[config.mk]
export PLATFORM = sky130hd
export DESIGN_NAME = led_status_array
export DESIGN_NICKNAME = d
export VERILOG_FILES = /design/src/rtl/led_status_array.sv
export SDC_FILE = /design/constraint.sdc
export NUM_CORES = 1
export LEC_CHECK = 0
export ABC_CLOCK_PERIOD_IN_PS = 2200
export BUFFER_PORTS_ARGS = -buffer_cell sky130_fd_sc_hd__buf_2
export CELL_PAD_IN_SITES_DETAIL_PLACEMENT = 2
export CELL_PAD_IN_SITES_GLOBAL_PLACEMENT = 2
export CORE_MARGIN = 5
export CORE_UTILIZATION = 35
export DETAILED_ROUTE_END_ITERATION = 12
export PLACE_DENSITY_LB_ADDON = 0.1
export SLEW_MARGIN = 20
export SYNTH_ARGS = -nofsm -noshare
export SYNTH_HDL_FRONTEND = slang
export SYNTH_SLANG_ARGS = --single-unit
export TNS_END_PERCENT = 20
[constraint.sdc]
create_clock -name CLK -period 2.2 [get_ports CLK]
set_input_delay 0.22 -clock CLK [delete_from_list [all_inputs] [get_ports CLK]]
set_output_delay 0.22 -clock CLK [all_outputs]
set_load 0.02 [all_outputs]
[src/rtl/led_status_array.sv]
// N-channel front-panel status LED driver: LINK/ACT per channel select off, solid
// or blinking, with one shared tick prescaler and blink phase across all channels.
module led_status_array #(
    parameter int NumLeds      = 8,
    parameter int TickDiv      = 250000,
    parameter int StretchTicks = 50,
    parameter int BlinkTicks   = 25
) (
    input  logic               CLK,
    input  logic               RST,
    input  logic [NumLeds-1:0] LINK,
    input  logic [NumLeds-1:0] ACT,
    input  logic [NumLeds-1:0] EN,
    input  logic               TEST,
    output logic [NumLeds-1:0] LED,
    output logic               TICK
);

    localparam int PW = $clog2(TickDiv + 1);
    localparam int SW = $clog2(StretchTicks + 1);
    localparam int BW = $clog2(BlinkTicks + 1);

    localparam logic [PW-1:0] PRESC_LAST   = PW'(TickDiv - 1);
    localparam logic [SW-1:0] STRETCH_LOAD = SW'(StretchTicks);
    localparam logic [BW-1:0] BLINK_LAST   = BW'(BlinkTicks - 1);

    logic [PW-1:0]              presc_q, presc_d;
    logic                       tick_q, tick_d;
    logic [BW-1:0]              blink_cnt_q, blink_cnt_d;
    logic                       phase_q, phase_d;
    logic [NumLeds-1:0][SW-1:0] stretch_q, stretch_d;
    logic [NumLeds-1:0]         led_q, led_d;

    // Prescaler: the strobe is registered, so it lands one cycle after the last count.
    always_comb begin
        tick_d  = (presc_q == PRESC_LAST);
        presc_d = tick_d ? '0 : presc_q + PW'(1);
    end

    always_comb begin
        blink_cnt_d = blink_cnt_q;
        phase_d     = phase_q;
        if (tick_q) begin
            if (blink_cnt_q == BLINK_LAST) begin
                blink_cnt_d = '0;
                phase_d     = ~phase_q;
            end else begin
                blink_cnt_d = blink_cnt_q + BW'(1);
            end
        end
    end

    // LED uses the post-update window and phase so it tracks inputs with one cycle of latency.
    always_comb begin
        stretch_d = stretch_q;
        led_d     = '0;
        for (int i = 0; i < NumLeds; i++) begin
            if (!LINK[i]) begin
                stretch_d[i] = '0;
            end else if (ACT[i]) begin
                stretch_d[i] = STRETCH_LOAD;
            end else if (tick_q && (stretch_q[i] != '0)) begin
                stretch_d[i] = stretch_q[i] - SW'(1);
            end

            if (TEST) begin
                led_d[i] = 1'b1;
            end else if (!EN[i] || !LINK[i]) begin
                led_d[i] = 1'b0;
            end else if (stretch_d[i] != '0) begin
                led_d[i] = phase_d;
            end else begin
                led_d[i] = 1'b1;
            end
        end
    end

    always_ff @(posedge CLK or posedge RST) begin
        if (RST) begin
            presc_q     <= '0;
            tick_q      <= 1'b0;
            blink_cnt_q <= '0;
            phase_q     <= 1'b0;
            stretch_q   <= '0;
            led_q       <= '0;
        end else begin
            presc_q     <= presc_d;
            tick_q      <= tick_d;
            blink_cnt_q <= blink_cnt_d;
            phase_q     <= phase_d;
            stretch_q   <= stretch_d;
            led_q       <= led_d;
        end
    end

    assign LED  = led_q;
    assign TICK = tick_q;

endmodule

==> results.sh, run 1 <==
export IMPL_place_congestion=0.801
export IMPL_synth_warnings=0
export IMPL_rsz0062_at_grt="yes"
export IMPL_synth_top_flop_cell="dfrtp_1"
export IMPL_required_ps=2460
export IMPL_clock_sinks=81
export IMPL_cts_buffers=9
export IMPL_critPathMaxStageDelay_ps=500
export IMPL_hold_slack_ps=-11.9
export IMPL_fillers=1445
export IMPL_fp_dieH_um=124
export IMPL_synth_top_cells_by_area="dfrtp_1 (44%), ha_1 (5.2%), nor2_1 (3.5%)"
export IMPL_grt_max_degree=82
export IMPL_routed_wl_um=12800
export IMPL_synth_edff_count=0
export IMPL_worstMarginPinSlew_ps=597
export IMPL_placed_cell_area_um2=5110
export IMPL_drive_above_1_share=0.177
export IMPL_critical_path_buf_inv_count=1
export IMPL_dieArea_um2=15500
export IMPL_fin_crit_sh=1.00
export IMPL_cts_root_buf="clkbuf_16"
export IMPL_fin_ws_ps=-2.62
export IMPL_route_detailed_drc=0
export IMPL_ir_worst_vdd_v=0.000289
export IMPL_yosys_area_top_type_share=0.442
export IMPL_clk_latency_ps=350
export IMPL_insertedDiodeCount=0
export IMPL_powerDensity_nw_per_um2=603
export IMPL_final_hold_violation_count=19
export IMPL_boundaryPins=36
export IMPL_drt_vias_per_instance=5.38
export IMPL_core_area_um2=12700
export IMPL_cts_tree="yes"
export IMPL_grt_ovfl_total=0
export IMPL_cpMostUsedCell="or4b_4"
export IMPL_setup_viol=1
export IMPL_r2r_slack_ps=-3
export IMPL_grtUsageTotal=0.173
export IMPL_hp_class="in2async"
export IMPL_port_buffer_count=35
export IMPL_async_flop_share=1.00
export IMPL_start_kind="register"
export IMPL_synth_area_um2=4590
export IMPL_cp_arrival_ps=2460
export IMPL_drt_wirelength_per_cell_um=17.9
export IMPL_crit_path_end_kind="register"
export IMPL_avgSynthCellArea_um2=9.55
export IMPL_final_antenna_net_count=0
export IMPL_fin_nets=584
export IMPL_place_inst=699
export IMPL_hpwlAfterDp_um=9530
export IMPL_fmax_mhz=454
export IMPL_r2r_end="LED[3]"
export IMPL_cp_cell_sequence="inv_2 -> ha_4 -> or4b_4 -> o21ai_4 -> xnor2_2 -> or4b_4 -> o31ai_4"
export IMPL_clk_pin_slew_ps=60
export IMPL_final_cells=715
export IMPL_post_route_cell_area_um2=5460
export IMPL_status="finished, violations left"
export IMPL_yosysTopAreaCell="dfrtp_1"
export IMPL_r2r_cells=7
export IMPL_die_x_um=124
export IMPL_worstPathMaxFanout=3
export IMPL_antenna_found_initial=0
export IMPL_grt_pass1_wl_um=21900
export IMPL_crit_slowest_cell="or4b_4"
export IMPL_p_leak_nw=2.35
export IMPL_synth_seq_cells=81
export IMPL_cp_top_family="simple AND/OR/NAND/NOR gates"
export IMPL_synthCells=480
export IMPL_initial_utilization=0.360
export IMPL_maxSlewHeadroom=0.592
export IMPL_critPathKind="reg2reg"
export IMPL_max_clock_path_buffers=2
export IMPL_grt_pass1_vias=4327
export IMPL_rows=41
export IMPL_drv_cap=0
export IMPL_syn_num_nets=526
export IMPL_yosysUniqueCellTypes=60
export IMPL_slew_violations=0
export IMPL_vias=3849
export IMPL_drt_iter0_markers=103
export IMPL_fin_crit_ps=2200
export IMPL_post_place_ws_ps=-152
export IMPL_failed_checks="negative hold slack, negative setup slack"
export IMPL_synth_seq_area_share=0.442
export IMPL_fin_skew_ps=8.26
export IMPL_r2r_start="stretch_q[18]"
export IMPL_drt_pass1_iterations=4
export IMPL_htree_levels=3
export IMPL_area_delta_synth_final_pct=19.0
## state kept, by name, indices dropped and copies added, names as in the netlist
| signal | count |
|---|---|
| LED | 8 |
| TICK | 1 |
| blink_cnt_q | 5 |
| phase_q | 1 |
| presc_q | 18 |
| stretch_q | 48 |
## worst max path at each step
stage               slack [ps]          start  cells past startpoint  endpoint
floorplan                  -70           TICK                      6    LED[2]
detailed placement        -150  stretch_q[19]                      7    LED[3]
finish                      -3  stretch_q[18]                      7    LED[3]
CTS                        -30  stretch_q[19]                      7    LED[3]
global placement            30  stretch_q[18]                      7    LED[3]
global route               -70  stretch_q[18]                      7    LED[3]
## metrics by stage
step	hold WS, ps	power, W	utilization	TNS [ps]
3_3_place_gp	391	0.00188	0.401	0
6_report	-11.9	0.00329	0.429	-2.62
3_5_place_dp	392	0.00189	0.401	-152
2_1_floorplan	342	0.00176	-	-69.7
4_1_cts	11.0	0.00335	0.426	-28.0
5_1_grt	50.8	0.00347	0.429	-115
## Yosys cell counts (14+ instances only)
master,number
a21oi_1,18
dfrtp_1,81
ha_1,19
inv_1,32
nand2_1,32
nand2b_1,14
nor2_1,43
nor3_1,25
o21a_1,20
o21ai_0,21
xnor2_1,18
## cell usage in the layout, fill, tap and decap left out, drive strengths merged, types with 5 or more instances in the layout
cell type / instances
nor4: 5
a21oi: 18
xor2: 11
nor2b: 9
or3b: 6
nand2b: 14
buf: 56
o31a: 6
or3: 5
o31ai: 7
nand2: 32
dfrtp: 81
o21a: 20
mux2i: 8
nor2: 43
nor4b: 6
nand3: 11
inv: 31
or4: 6
or4b: 5
o21ai: 22
xnor2: 18
clkbuf: 13
ha: 19
nor3: 25
a31oi: 10
## worst reg2reg max path: cells and delay by family, from the launching register on
| family | cells | cell delay (ps) |
|---|---|---|
| buf+inv | 1 | 100 |
| compound gates | 2 | 370 |
| fa+ha+maj | 1 | 130 |
| xor+xnor | 1 | 140 |
| flops | 1 | 380 |
| simple gates | 2 | 990 |
## power breakdown
part | leakage (nW) | internal [W] | switching, W
registers | 1.06 | 0.00153 | 0.0000329
logic | 1.15 | 0.000125 | 0.000185
clock network | 0.139 | 0.000821 | 0.000601
total | 2.35 | 0.00247 | 0.000819
## repair_timing
action / in CTS / in global routing
endpoints found under the setup margin: 2 / 6
resized for setup: 10 / 9
buffers inserted: 0 / 0
hold buffers: 0 / 0
pin swaps: 2 / 1
## layer usage
layer | vias up | part of all wire | GRT usage
li1 | 1843 | - | -
met1 | 1954 | 0.45 | 0.213
met4 | 0 | 0.016 | 0.0632
met2 | 38 | 0.51 | 0.299
met3 | 14 | 0.024 | 0.0330
met5 | - | 0 | 0
## layout make-up
type | count | area [µm²] | share of cell area
inverter | 32 | 124 | 0.0227
tap | 172 | 215 | 0.0394
multi-input combinational | 358 | 2470 | 0.452
timing repair buffer | 56 | 349 | 0.0639
sequential | 81 | 2030 | 0.372
clock buffer | 13 | 260 | 0.0477
clock inverter | 3 | 15.0 | 0.00275
## logic make-up after synthesis
kind of cell	count (synthesis)	synth area share
simple gates	193	0.233
compound gates	106	0.158
fa+ha+maj	19	0.0518
buf+inv	41	0.0355
xor+xnor	29	0.0554
flops	81	0.442
mux	11	0.0248
Note: power is estimated with default switching activity, not from simulation.
==> run 2, diff against run 1 <==
ABC_AREA = 1   (was default)
CORE_UTILIZATION = 31   (was 35)
==> run 2 against run 1 <==
Compared with the run above: the run now ends clean; die area rose by 26%; final area grew 11%; sequential share of layout area decreased by 3.7 points; first-iteration DRC count shrank 17%; wire length rose by 17%; register-to-register slack better by 310 ps; critical path type unchanged; largest cell class unchanged.
==> results.sh, run 2 <==
export IMPL_cts_tree="yes"
export IMPL_yosys_area_top_type_share=0.388
export IMPL_multi_input_area_um2=2580
export IMPL_drive_above_1_share=0.113
export IMPL_grt_pass1_wl_um=25900
export IMPL_yosysTopAreaCell="dfrtp_1"
export IMPL_hold_end="stretch_q[41]"
export IMPL_grtUsageTotal=0.159
export IMPL_cts_root_buf="clkbuf_16"
export IMPL_largest_register="stretch_q"
export IMPL_async_flop_share=1.00
export IMPL_fmax_mhz=528
export IMPL_route_detailed_drc=0
export IMPL_post_cts_buffers=0
export IMPL_syn_num_nets=795
export IMPL_synth_seq_area_share=0.388
export IMPL_cp_arrival_ps=2120
export IMPL_status="finished, final reports clean"
export IMPL_fin_setup_tns_ps=0
export IMPL_maxSlewHeadroom=0.581
export IMPL_synth_seq_cells=81
export IMPL_htree_levels=3
export IMPL_placed_cell_area_um2=5740
export IMPL_core_area_um2=16600
export IMPL_synthCells=749
export IMPL_max_clock_path_buffers=2
export IMPL_crit_path_end_kind="register"
export IMPL_avgSynthCellArea_um2=6.98
export IMPL_synth_top_cells_by_area="dfrtp_1 (39%), nand2_1 (15%), inv_1 (11%)"
export IMPL_worstMarginPinSlew_ps=627
export IMPL_fin_crit_ps=1890
export IMPL_r2r_end="presc_q[14]"
export IMPL_synth_common_cells="nand2_1 (214), inv_1 (152), nand3_1 (87)"
export IMPL_vias=4855
export IMPL_port_buffer_count=35
export IMPL_design_power_total_w=0.00359
export IMPL_ir_worst_vdd_v=0.000322
export IMPL_synth_area_um2=5230
export IMPL_place_congestion=0.772
export IMPL_slew_violations=0
export IMPL_powerDensity_nw_per_um2=592
export IMPL_hpwlAfterDp_um=11700
export IMPL_routed_wl_um=14900
export IMPL_start_kind="register"
export IMPL_setup_viol=0
export IMPL_r2r_start="presc_q[0]"
export IMPL_drv_cap=0
export IMPL_r2r_cells=10
export IMPL_area_delta_synth_final_pct=15.9
export IMPL_final_hold_violation_count=0
export IMPL_die_x_um=140
export IMPL_dieArea_um2=19600
export IMPL_ff_latch_area_um2=2030
export IMPL_drt_pass1_iterations=4
export IMPL_post_place_ws_ps=291
export IMPL_hold_path_cell_count=3
export IMPL_rsz0062_at_grt="no"
export IMPL_hold_start="LINK[6]"
export IMPL_fin_crit_sh=0.860
export IMPL_yosysUniqueCellTypes=27
export IMPL_fin_ws_ps=307
export IMPL_rows=47
export IMPL_fin_skew_ps=6.19
export IMPL_synth_top_flop_cell="dfrtp_1"
export IMPL_hp_class="in2reg"
export IMPL_antenna_found_initial=0
export IMPL_largest_register_ffs=48
export IMPL_layout_commonest_cell="nand2_1"
export IMPL_insertedDiodeCount=0
export IMPL_fp_dieH_um=140
export IMPL_critPathKind="reg2reg"
export IMPL_final_antenna_net_count=0
export IMPL_grt_ovfl_total=0
export IMPL_clock_sinks=81
export IMPL_boundaryPins=36
export IMPL_grt_max_degree=37
export IMPL_grt_pass1_vias=5452
export IMPL_drt_wirelength_per_cell_um=14.6
export IMPL_final_cell_mix="nand2_1 (214), inv_1 (151), nand3_1 (87), dfrtp_1 (80), nor2_1 (69)"
export IMPL_initial_utilization=0.315
export IMPL_r2r_slack_ps=310
export IMPL_drt_vias_per_instance=4.75
export IMPL_required_ps=2430
export IMPL_drt_iter0_markers=85
export IMPL_synth_warnings=0
export IMPL_synth_edff_count=0
export IMPL_post_route_cell_area_um2=6060
export IMPL_clk_latency_ps=340
export IMPL_p_leak_nw=3.58
export IMPL_yosysMostFrequentCell="nand2_1"
export IMPL_worstPathMaxFanout=5
export IMPL_fillers=2029
export IMPL_cts_buffers=9
export IMPL_fin_nets=844
export IMPL_clk_pin_slew_ps=60
-- run 2: cell type report --
type	count	share of cell area
clock buffer	10	0.0378
tap	220	0.0454
clock inverter	5	0.0134
sequential	81	0.335
multi-input combinational	506	0.426
timing repair buffer	45	0.0459
inverter	155	0.0967
-- run 2: timing repair --
| action | 4_1_cts | 5_1_grt |
|---|---|---|
| resized for setup | 0 | 0 |
| hold endpoints to repair | 22 | 0 |
| endpoints found under the setup margin | 0 | 0 |
| hold buffers | 1 | 0 |
-- run 2: worst max-delay path by stage --
stage	startpoint	endpoint	slack (ps)	cells after the start
after CTS	presc_q[0]	presc_q[14]	250	10
final	presc_q[0]	presc_q[14]	310	10
after global routing	stretch_q[18]	LED[3]	50	13
after detailed placement	presc_q[0]	presc_q[14]	290	10
after global placement	TICK	LED[3]	370	10
after floorplan	presc_q[0]	presc_q[17]	610	9
-- run 2: logic make-up after synthesis --
kind of cell | Yosys count | share of synthesized area
adder cells (fa/ha/maj) | 19 | 0.0455
flip-flops | 81 | 0.388
XOR/XNOR | 20 | 0.0335
AND/OR/NAND/NOR | 440 | 0.384
AO/OA/AOI/OAI | 27 | 0.0304
buffers and inverters | 162 | 0.119
-- run 2: worst max-delay path, cell delays in order, from the launching register on --
cell and delay (ps):
dfrtp_1 420, ha_1 210, nand2_1 60, inv_1 120, nand3_2 120, nor3_4 220
nand2_2 110, nor2_2 130, nand4_1 120, o21ai_0 220, nor2_1 70
-- run 2: metal layers --
layer | share of wire | vias to the layer above | wire, µm | global-route usage
met5 | 0 | - | 0 | 0
met4 | 0.012 | 0 | 181 | 0.0464
met3 | 0.016 | 12 | 243 | 0.0223
met2 | 0.53 | 31 | 7940 | 0.298
met1 | 0.44 | 2390 | 6520 | 0.188
li1 | - | 2422 | - | -
-- run 2: through the flow --
step,util,hold slack (ps),instances
2_1_floorplan,-,324,749
3_3_place_gp,0.346,346,1006
3_5_place_dp,0.346,357,1006
4_1_cts,0.365,104,1022
5_1_grt,0.365,118,1022
6_report,0.365,112,1022
-- run 2: report_power, final --
| part | switching, W | internal, W |
|---|---|---|
| registers | 0.0000351 | 0.00153 |
| clock network | 0.000632 | 0.000989 |
| logic | 0.000259 | 0.000145 |
==> run 3, diff against run 2 <==
BUFFER_PORTS_ARGS = -buffer_cell sky130_fd_sc_hd__buf_4   (was -buffer_cell sky130_fd_sc_hd__buf_2)
==> run 3 against run 2 <==
Compared with the run above: via count hardly changed; non-clock buffer count is 4 lower; sequential share of layout area is 0.21 points lower; cell count is 0.29% lower; fmax is 2.2% lower; critical path type unchanged; sequential power hardly changed.
==> results.sh, run 3 (synthesis gave the netlist of run 2 again) <==
export IMPL_crit_slowest_cell="dfrtp_1"
export IMPL_port_buffer_count=35
export IMPL_rsz0062_at_grt="no"
export IMPL_final_antenna_net_count=0
export IMPL_place_inst=1002
export IMPL_critPathMaxStageDelay_ps=400
export IMPL_clk_pin_slew_ps=70
export IMPL_insertedDiodeCount=0
export IMPL_grtUsageTotal=0.164
export IMPL_cts_root_buf="clkbuf_16"
export IMPL_start_kind="register"
export IMPL_hold_slack_ps=89.6
export IMPL_fmax_mhz=517
export IMPL_worstMarginPinSlew_ps=497
export IMPL_slew_violations=0
export IMPL_hp_class="in2reg"
export IMPL_drt_pass1_iterations=4
export IMPL_place_congestion=0.815
export IMPL_maxSlewHeadroom=0.668
export IMPL_fin_crit_sh=0.880
export IMPL_largest_register_ffs=48
export IMPL_critPathKind="reg2reg"
export IMPL_largest_register="stretch_q"
export IMPL_crit_path_end_kind="register"
export IMPL_ir_worst_vdd_v=0.000346
export IMPL_grt_ovfl_total=0
export IMPL_cp_endpoint="LED[4]"
export IMPL_route_detailed_drc=0
export IMPL_initial_utilization=0.315
export IMPL_max_clock_path_buffers=2
export IMPL_final_cells=1019
export IMPL_fin_nets=840
export IMPL_fin_setup_tns_ps=0
export IMPL_dieArea_um2=19600
export IMPL_fin_skew_ps=7.91
export IMPL_r2r_cells=12
export IMPL_layout_commonest_cell="nand2_1"
export IMPL_critical_path_buf_inv_count=2
export IMPL_fin_crit_ps=1940
export IMPL_fp_dieH_um=140
export IMPL_required_ps=2480
export IMPL_cts_tree="yes"
export IMPL_drt_iter0_markers=115
export IMPL_post_cts_buffers=0
export IMPL_drt_vias_per_instance=4.76
export IMPL_cpMostUsedCell="nand2_1"
export IMPL_powerDensity_nw_per_um2=584
export IMPL_grt_pass1_vias=5482
export IMPL_fillers=2038
export IMPL_hold_start="LINK[3]"
export IMPL_rows=47
export IMPL_p_leak_nw=3.58
export IMPL_cp_depth=12
export IMPL_worstPathMaxFanout=6
export IMPL_clk_latency_ps=350
export IMPL_drt_wirelength_per_cell_um=14.9
export IMPL_cp_cell_sequence="inv_1 -> ha_1 -> nand3_1 -> nand2_2 -> inv_1 -> nand2_1 -> nand3_1 -> o21bai_1 -> nand2_1 -> nand2_1 -> nand2_1 -> nand2_1"
export IMPL_setup_viol=0
export IMPL_clock_sinks=81
export IMPL_boundaryPins=36
export IMPL_grt_max_degree=35
export IMPL_status="finished, final reports clean"
export IMPL_core_area_um2=16600
export IMPL_design_power_total_w=0.00356
export IMPL_startpoint="stretch_q[24]"
export IMPL_hpwlAfterDp_um=11900
export IMPL_cp_top_family="simple AND/OR/NAND/NOR gates"
export IMPL_final_cell_mix="nand2_1 (214), inv_1 (151), nand3_1 (87), dfrtp_1 (80), nor2_1 (69)"
export IMPL_htree_levels=3
export IMPL_r2r_start="stretch_q[24]"
export IMPL_final_hold_violation_count=0
export IMPL_drv_cap=0
export IMPL_r2r_end="LED[4]"
export IMPL_drive_above_1_share=0.111
export IMPL_routed_wl_um=15200
export IMPL_die_x_um=140
export IMPL_r2r_slack_ps=260
export IMPL_area_delta_synth_final_pct=16.6
export IMPL_cp_arrival_ps=2210
export IMPL_antenna_found_initial=0
export IMPL_cts_buffers=9
export IMPL_grt_pass1_wl_um=26500
export IMPL_vias=4854
==> run 3: cell types whose count changed in the layout (fill, tap and decap cells not counted), sizes merged <==
cell    previous run  this run
inv              154       156
buf               44        40
bufinv             2         1
clkbuf            10         9
clkinv             2         3
==> run 3: stage by stage <==
stage           util  setup slack (ps)  instance area, µm²
2_1_floorplan      -               607                5230
3_3_place_gp   0.349               363                5780
3_5_place_dp   0.349               260                5780
4_1_cts        0.368               234                6090
5_1_grt        0.368              30.8                6090
6_report       0.368               265                6090
==> run 3: worst register-to-register path, delay by kind of cell (launching register included) <==
family / cells / cell delay [ps]
and+or+nand+nor: 8 / 820
buffers and inverters: 2 / 250
adders and majority gates: 1 / 180
AOI/OAI and AO/OA: 1 / 220
DFF: 1 / 400
==> run 3: layer usage <==
layer,track usage,share of wire,vias to the layer above
li1,-,-,2403
met1,0.205,0.46,2410
met2,0.295,0.51,31
met5,0,0,-
met3,0.0216,0.017,10
met4,0.0490,0.012,0
==> run 3: layout make-up <==
cell class | count | area, µm² | area share
clock buffer | 9 | 225 | 0.0370
clock inverter | 7 | 77.6 | 0.0127
inverter | 155 | 586 | 0.0961
multi-input combinational | 506 | 2580 | 0.423
sequential | 81 | 2030 | 0.333
tap | 220 | 275 | 0.0452
timing repair buffer | 41 | 323 | 0.0530
==> run 3: how the worst min path moves through the flow <==
stage / to / depth (start not counted)
2_1_floorplan: stretch_q[10] / 2
3_3_place_gp: stretch_q[5] / 2
3_5_place_dp: stretch_q[4] / 2
4_1_cts: stretch_q[23] / 3
5_1_grt: stretch_q[23] / 3
6_report: stretch_q[23] / 3
==> run 3: power breakdown <==
part	switching [W]	internal [W]
logic	0.000261	0.000162
registers	0.0000366	0.00153
clock network	0.000683	0.000890
total	0.000980	0.00258
==> run 3: repair_timing <==
item / in CTS / in global routing
resized for setup: 0 / 0
endpoints found under the setup margin: 0 / 0
endpoints found under the hold margin: 4 / 0
hold buffers: 1 / 0
